===== src/rtl/pc_pkg.sv =====
// Shared types and default sizes for the stacked program counter.
package pc_pkg;

  typedef enum logic [2:0] {
    PC_HOLD,
    PC_RET,
    PC_CALL,
    PC_LOAD,
    PC_OFFSET,
    PC_INC
  } pc_op_e;

  localparam int unsigned DefPcWidth     = 16;
  localparam int unsigned DefOffsetWidth = 9;
  localparam int unsigned DefStackDepth  = 8;

endpackage


===== src/rtl/return_stack.sv =====
// Return-address LIFO: at most one push or one pop per cycle, push wins.
module return_stack
  import pc_pkg::*;
#(
  parameter int unsigned WIDTH = DefPcWidth,
  parameter int unsigned DEPTH = DefStackDepth,
  localparam int unsigned CW   = $clog2(DEPTH + 1),
  localparam int unsigned PW   = $clog2(DEPTH)
) (
  input  logic             Clock,
  input  logic             Reset,
  input  logic             i_push,
  input  logic             i_pop,
  input  logic [WIDTH-1:0] i_push_data,
  output logic [WIDTH-1:0] o_top_data,
  output logic [CW-1:0]    o_count,
  output logic             o_full,
  output logic             o_empty
);

  logic [WIDTH-1:0] r_mem [DEPTH];
  logic [CW-1:0]    r_count;
  logic             r_full;
  logic             r_empty;
  logic [CW-1:0]    w_count_d;
  logic [CW-1:0]    w_count_m1;
  logic [PW-1:0]    w_wr_idx;
  logic [PW-1:0]    w_rd_idx;
  logic             w_do_push;
  logic             w_do_pop;

  assign w_do_push  = i_push && !r_full;
  assign w_do_pop   = i_pop && !r_empty && !i_push;
  assign w_count_m1 = r_count - CW'(1);
  assign w_wr_idx   = r_count[PW-1:0];
  assign w_rd_idx   = w_count_m1[PW-1:0];

  always_comb begin
    w_count_d = r_count;
    if (w_do_push) begin
      w_count_d = r_count + CW'(1);
    end else if (w_do_pop) begin
      w_count_d = w_count_m1;
    end
  end

  // Full/empty are registered so the top can expose them straight from flops.
  always_ff @(posedge Clock or posedge Reset) begin
    if (Reset) begin
      r_count <= '0;
      r_full  <= 1'b0;
      r_empty <= 1'b1;
    end else begin
      r_count <= w_count_d;
      r_full  <= (w_count_d == CW'(DEPTH));
      r_empty <= (w_count_d == '0);
    end
  end

  // Storage is not reset; discarding entries only needs the count cleared.
  always_ff @(posedge Clock) begin
    if (w_do_push) begin
      r_mem[w_wr_idx] <= i_push_data;
    end
  end

  assign o_top_data = r_mem[w_rd_idx];
  assign o_count    = r_count;
  assign o_full     = r_full;
  assign o_empty    = r_empty;

endmodule


===== src/rtl/stacked_program_counter.sv =====
// Program counter with absolute/relative jumps and a call/return stack.
module stacked_program_counter
  import pc_pkg::*;
#(
  parameter int unsigned PC_WIDTH     = DefPcWidth,
  parameter int unsigned OFFSET_WIDTH = DefOffsetWidth,
  parameter int unsigned STACK_DEPTH  = DefStackDepth,
  parameter int unsigned RESET_VECTOR = 0,
  localparam int unsigned CW          = $clog2(STACK_DEPTH + 1)
) (
  input  logic                    Clock,
  input  logic                    Reset,
  input  logic [PC_WIDTH-1:0]     LoadValue,
  input  logic                    LoadEnable,
  input  logic [OFFSET_WIDTH-1:0] Offset,
  input  logic                    OffsetEnable,
  input  logic                    Call,
  input  logic                    Return,
  input  logic                    Stall,
  input  logic                    ClearError,
  output logic [PC_WIDTH-1:0]     CounterValue,
  output logic [CW-1:0]           StackCount,
  output logic                    StackFull,
  output logic                    StackEmpty,
  output logic                    StackError
);

  pc_op_e              w_op;
  logic [PC_WIDTH-1:0] r_pc;
  logic [PC_WIDTH-1:0] w_pc_d;
  logic [PC_WIDTH-1:0] w_pc_inc;
  logic [PC_WIDTH-1:0] w_top;
  logic                r_err;
  logic                w_err_d;
  logic                w_err_set;
  logic                w_push;
  logic                w_pop;
  logic                w_full;
  logic                w_empty;

  always_comb begin
    w_op = PC_INC;
    if (Stall) begin
      w_op = PC_HOLD;
    end else if (Return) begin
      w_op = PC_RET;
    end else if (Call) begin
      w_op = PC_CALL;
    end else if (LoadEnable) begin
      w_op = PC_LOAD;
    end else if (OffsetEnable) begin
      w_op = PC_OFFSET;
    end
  end

  assign w_pc_inc = r_pc + PC_WIDTH'(1);
  assign w_push   = (w_op == PC_CALL) && !w_full;
  assign w_pop    = (w_op == PC_RET) && !w_empty;

  always_comb begin
    w_pc_d    = r_pc;
    w_err_set = 1'b0;
    unique case (w_op)
      PC_HOLD:   w_pc_d = r_pc;
      PC_RET: begin
        w_pc_d    = w_empty ? w_pc_inc : w_top;
        w_err_set = w_empty;
      end
      PC_CALL: begin
        w_pc_d    = w_full ? w_pc_inc : LoadValue;
        w_err_set = w_full;
      end
      PC_LOAD:   w_pc_d = LoadValue;
      PC_OFFSET: w_pc_d = r_pc + PC_WIDTH'($signed(Offset));
      PC_INC:    w_pc_d = w_pc_inc;
      default:   w_pc_d = r_pc;
    endcase
    // A fresh overflow/underflow beats a simultaneous clear.
    w_err_d = (w_op == PC_HOLD) ? r_err : (w_err_set || (r_err && !ClearError));
  end

  always_ff @(posedge Clock or posedge Reset) begin
    if (Reset) begin
      r_pc  <= PC_WIDTH'(RESET_VECTOR);
      r_err <= 1'b0;
    end else begin
      r_pc  <= w_pc_d;
      r_err <= w_err_d;
    end
  end

  return_stack #(
    .WIDTH (PC_WIDTH),
    .DEPTH (STACK_DEPTH)
  ) u_return_stack (
    .Clock       (Clock),
    .Reset       (Reset),
    .i_push      (w_push),
    .i_pop       (w_pop),
    .i_push_data (w_pc_inc),
    .o_top_data  (w_top),
    .o_count     (StackCount),
    .o_full      (w_full),
    .o_empty     (w_empty)
  );

  assign CounterValue = r_pc;
  assign StackFull    = w_full;
  assign StackEmpty   = w_empty;
  assign StackError   = r_err;

endmodule


===== config.mk =====
export PLATFORM = sky130hd
export DESIGN_NAME = stacked_program_counter
export DESIGN_NICKNAME = d
export VERILOG_FILES = /design/src/rtl/pc_pkg.sv /design/src/rtl/return_stack.sv /design/src/rtl/stacked_program_counter.sv
export SDC_FILE = /design/constraint.sdc
export NUM_CORES = 1
export LEC_CHECK = 0
export ABC_AREA = 1
export BUFFER_PORTS_ARGS = -buffer_cell sky130_fd_sc_hd__buf_4
export CORE_MARGIN = 5
export CORE_UTILIZATION = 65
export CTS_CLUSTER_DIAMETER = 30
export DETAILED_ROUTE_END_ITERATION = 16
export HOLD_SLACK_MARGIN = 0.05
export PLACE_DENSITY_LB_ADDON = 0.12
export SETUP_SLACK_MARGIN = 0.02
export SYNTH_ARGS = -nofsm -noshare
export SYNTH_HDL_FRONTEND = slang
export SYNTH_SLANG_ARGS = --single-unit

===== constraint.sdc =====
create_clock -name Clock -period 4 [get_ports Clock]
set_input_delay 0.2 -clock Clock [delete_from_list [all_inputs] [get_ports Clock]]
set_output_delay 0.2 -clock Clock [all_outputs]
set_load 0.05 [all_outputs]

* Word level (Yosys, flattened, before mapping)
Memories as Yosys holds them, arrays and structs flattened.
Cells that the tools add are included.
** Storage, ports and cells
- Flip-flop bits (word level) :: 23
- RAM bits :: 128
- Input bits :: 33
- Word-level logic and storage cells :: 43
- Memories :: 1
- Output and inout port bits :: 23
** Cells by class
- Eq/ne operators :: 6
- Reductions and logical operators :: 14
- Muxes and demuxes :: 13
- Add/sub/neg operators :: 4
** Memories
- u_return_stack.r_mem :: words 8, bits a word 16, rd ports 1, clocked after Yosys merged registers in 0, write ports 1, RTL line return_stack.sv:21 : logic [WIDTH-1:0] r_mem [DEPTH];
** Operators with widths (count)
- 16-bit case mux with 5 select lines :: 1
- 16-bit 2-to-1 mux :: 2
- 16-bit by 1-bit adder with 16-bit output (second input constant) :: 1
- 16-bit adder :: 1
- 3-bit 2-to-1 mux :: 4
- 4-bit 2-to-1 mux :: 2
- 3-bit by 2-bit == test with 1-bit output (second input constant) :: 2
- 3-bit == test (second input constant) :: 2
- 1-bit logical AND :: 6
- 5-bit nonzero test :: 1
- 4-bit by 1-bit adder with 4-bit output (second input constant) :: 1
- 4-bit == test (second input constant) :: 1
- 1-bit zero test :: 4
- 4-bit zero test :: 1
- 4-bit by 1-bit subtractor with 4-bit output (second input constant) :: 1
- 3-bit by 1-bit == test with 1-bit output (second input constant) :: 1
- 3-bit zero test :: 1
- 1-bit 2-to-1 mux :: 3
- 1-bit case mux with 2 select lines :: 1
- 1-bit logical OR :: 1

* Longest topological paths before layout
- Depth after elaboration :: 12
- Depth in mapped cells :: 14
- Depth with buffers taken out :: 11

* By module
From an unflattened synthesis, not the netlist that was laid out.
** Unflattened totals
- Cell total of the unflattened synthesis :: 907
- Area total of the unflattened synthesis :: 8065.2 sq um
** Modules (own cells, without submodules)
- return_stack :: area each 5456.5 sq um, instances 1, seq. area each 3995.1 sq um, cells each 463
- stacked_program_counter :: area each 2608.8 sq um, instances 1, seq. area each 425.4 sq um, cells each 444

* Least setup slack after synthesis
OpenSTA, ideal clock, no wires.
- Kind :: register -> register
- From :: reg u_return_stack.r_count[0], in the netlist u_return_stack.o_count[0]
- To :: reg r_pc[2], in the netlist CounterValue[2]
- Period minus slack after synthesis :: 2376 ps
- Path buffers :: 4
- Cell stages (with the launch flop) :: 14
- Data required time :: 3933 ps
- Library setup time :: 67 ps
- Path slack :: 1624 ps
- Arrival time :: 2309 ps
- Cells stage by stage :: dfrtp_1 > inv_2 > buf_2 > buf_2 > ha_1 > inv_1 > buf_2 > buf_1 > o21ai_0 > o22ai_1 > nand2_1 > nand3_1 > nand3_1 > nand2_1
** On the way
- Longest elaborated chain between the ends :: 4
** Ends and longest elaborated chain
- start, declared :: RTL line return_stack.sv:22 : logic [CW-1:0] r_count;
- start signal, assigned :: RTL line return_stack.sv:54 : r_count <= w_count_d;
- 4-bit by 1-bit subtractor with 4-bit output :: RTL line return_stack.sv:34 : assign w_count_m1 = r_count - CW'(1);
- memory read 8 x 16 bit
- 16-bit 2-to-1 mux :: RTL line stacked_program_counter.sv:66 : w_pc_d = w_empty ? w_pc_inc : w_top;
- 16-bit case mux with 5 select lines :: RTL line stacked_program_counter.sv:63 : unique case (w_op)
- end signal, assigned :: RTL line stacked_program_counter.sv:84 : r_pc <= PC_WIDTH'(RESET_VECTOR);
- end signal, assigned :: RTL line stacked_program_counter.sv:87 : r_pc <= w_pc_d;
- end, declared :: RTL line stacked_program_counter.sv:29 : logic [PC_WIDTH-1:0] r_pc;
No other way between the ends.
A chain may end at the register's enable or synchronous reset.

* Final worst setup path
- From :: reg u_return_stack.r_count[1], in the netlist u_return_stack.o_count[1]
- To :: reg r_pc[9], in the netlist CounterValue[9]
Same word-level chain as after synthesis.

==> qor.txt <==
Seq/Total Area, Yosys: 56.0%
Total GRT Usage: 29.9%
Sw Share: 46.4%
Post-synth EDFFs: 128
layout cell share with drive strength beyond 1: 12.9%
leakage power: 3.88 nW
Critical Path Source: u_return_stack.o_count[1]
CP Max Fanout: 29
largest net degree at the start of global routing: 70
post-synth cell types: 39
largest cells by area after synthesis: edfxtp_1 (49%), nand2_1 (11%), dfrtp_1 (7.0%), nor2_1 (6.6%), o21ai_0 (4.8%)
switching pwr: 0.00345 W
post-synth top area share: 48.7%
Reg power frac: 31.7%
max_slew headroom: 31.9%
DIE AREA: 0.0145 mm^2
Root Driver: clkbuf_16
Cells after Synth: 895
CTS tree: built
cts hold-fix bufs: 4
f_max: 394 MHz
Setup CP Type: reg2reg
vias per inst: 5.95
number of H-tree levels: 4
clock share of power: 20.7%
placed inst area: 0.00846 mm^2
Site Rows: 40
status: completed
initial antenna violation count: 0
vias in the first global route: 6474
DIE HEIGHT: 120 um
internal power: 0.00398 W
Final Max Slew Viols: 0
Period Utilization, post-route: 63.4%
pwr dens: 819 mW/mm^2
syn_nets: 947
I/O Buffers: 55
Worst Slack Setup Final: 1.46 ns
cts repair resizes: 0
Worst EP arrival: 2.83 ns
Final Setup Violations: 0
nets@finish: 1011
Async SR Flop Fraction: 15.2%
Clock Skew: 0.00787 ns
Detailed Place HPWL: 13600 um
total CTS buffers: 17
ys flop type: edfxtp_1
diode count: 0
Post-Syn Area per Cell: 8.83 um^2
clock transition at the registers of the reported paths: 0.06 ns
clk sinks: 151
IO Pins: 56
Ys Warns: 0
Longest Clk Path Bufs: 2
CP endpoint kind: register
FF+latch count, synth: 151
core area: 0.0120 mm^2
# DRC: 0
router iterations before antenna repair: 7
area delta synth->final: 14.8%
Final Hold Vio Count: 0
Final Util: 75.8%
Worst EP required: 4.29 ns
Final ANT Viol Nets: 0
Worst Hold Class: in2reg
Routed wire per std cell: 18.6 um
maximum vdd drop: 0.000627 V
number of max-cap violations: 0
Clk Latency, worst-skew pair: 0.42 ns
Syn Std Cell Area: 0.00790 mm^2
worst-margin pin slew: 1.02 ns
overflow left after global routing: 0
width of the chip: 120 um
reg-to-reg setup timing slack: 1.46 ns
fin crit period: 2.54 ns
initial DRC count: 938
post-route cell area: 0.00907 mm^2
first-pass GRT wire length: 33400 um
Critical R2R Launch: u_return_stack.o_count[1]
RSZ-0062 raised after global routing: false
final WL: 20800 um
Comb pwr share: 47.7%
Vias: 6656
Initial Utilization: 66.0%
setup TNS: 0 ns
leading area contributor after synthesis: edfxtp_1
routability cong.: 0.962
Critical Path Start Type: register
min-delay src: ClearError
Setup WS pre-CTS: 1.57 ns
number of post-CTS setup repair buffers: 0
[worst max-delay path, stage by stage (launching register included)]
cell,delay [ns]
dfrtp_1,0.45
inv_1,0.09
ha_1,0.30
inv_1,0.74
nor2_1,0.15
o21ai_1,0.19
nand2_1,0.11
nand2_1,0.10
nand3_1,0.08
nor2_1,0.10
nand3_1,0.09
[logic make-up (layout without fill, tap and decap cells)]
logic type	Yosys count	after routing	share of synthesized area, %
buffers and inverters	127	204	6.46
adder cells (fa/ha/maj)	19	19	3.10
AND/OR/NAND/NOR	460	460	24.3
flip-flops	151	151	56.0
AO/OA/AOI/OAI	128	128	8.74
XOR/XNOR	10	10	1.44
[cell usage after synthesis (3+ instances only)]
cell type / instances
inv_2: 5
nor3_1: 3
nand3_1: 64
o21ai_0: 75
o21ai_1: 11
nor2_4: 4
buf_2: 14
xor2_1: 6
edfxtp_1: 128
buf_4: 3
nand2_2: 5
nand2_1: 226
nand3b_1: 3
ha_1: 18
o22ai_1: 14
nand4_1: 9
nor2_1: 139
nor2_2: 3
dfrtp_1: 22
clkbuf_1: 7
inv_1: 94
a21oi_1: 20
[final timing paths]
| path | to | depth (start not counted) |
|---|---|---|
| worst min-delay path | StackError | 4 |
| worst min register to register | StackError | 2 |
| min in group asynchronous | u_return_stack.o_full | 3 |
| worst max register to register | CounterValue[9] | 10 |
| worst max-delay path | CounterValue[9] | 10 |
| max in group asynchronous | u_return_stack.o_count[0] | 3 |
[flip-flops by register name, summed over array words and instances (netlist names)]
signal                  flops
StackError                  1
u_return_stack.o_full       1
u_return_stack.o_count      4
u_return_stack.o_empty      1
u_return_stack.r_mem      128
CounterValue               16
[metal layers]
metal	GRT usage [%]	vias to the layer above	part of all wire, %
li1	-	3110	-
met1	39.6	3084	39
met2	49.4	401	48
met3	5.57	61	10
met4	11.5	0	2.8
met5	0	-	0
[layout by cell type, fill, tap and decap left out, drive strengths merged]
| cell type | instances |
|---|---|
| a21oi | 21 |
| a22oi | 2 |
| and2 | 1 |
| buf | 66 |
| bufinv | 1 |
| clkbuf | 17 |
| clkinv | 7 |
| clkinvlp | 2 |
| dfrtp | 22 |
| dfstp | 1 |
| dlygate4sd3 | 4 |
| edfxtp | 128 |
| fa | 1 |
| ha | 18 |
| inv | 107 |
| nand2 | 232 |
| nand3 | 64 |
| nand3b | 3 |
| nand4 | 9 |
| nor2 | 146 |
| nor3 | 3 |
| o211ai | 1 |
| o21ai | 87 |
| o21bai | 1 |
| o221ai | 2 |
| o22ai | 14 |
| or2 | 2 |
| xnor2 | 3 |
| xor2 | 7 |
[final cells by class]
type	count	area (um^2)
flip-flops and latches	151	4420
fillers	846	2890
well taps	147	184
clock buffers	17	425
inverters	102	388
clock inverters	15	145
repair buffers	70	536
multi-input cells	617	2970
[metrics by stage]
step | total power (W) | std cells | hold slack (ns)
floorplan | 0.00479 | 895 | 0.201
global placement | 0.00566 | 1083 | 0.433
detailed placement | 0.00578 | 1083 | 0.434
CTS | 0.00736 | 1119 | 0.0516
global route | 0.00789 | 1119 | 0.0939
finish | 0.00742 | 1119 | 0.0570
[power by group through the flow]
| stage | sequential, W | clock, W | combinational [W] |
|---|---|---|---|
| 2_1_floorplan | 0.00267 | 0 | 0.00212 |
| 3_3_place_gp | 0.00235 | 0 | 0.00330 |
| 3_5_place_dp | 0.00237 | 0 | 0.00342 |
| 4_1_cts | 0.00234 | 0.00153 | 0.00349 |
| 5_1_grt | 0.00237 | 0.00162 | 0.00390 |
| 6_report | 0.00235 | 0.00153 | 0.00354 |
Note: power is estimated with default switching activity, not from simulation.
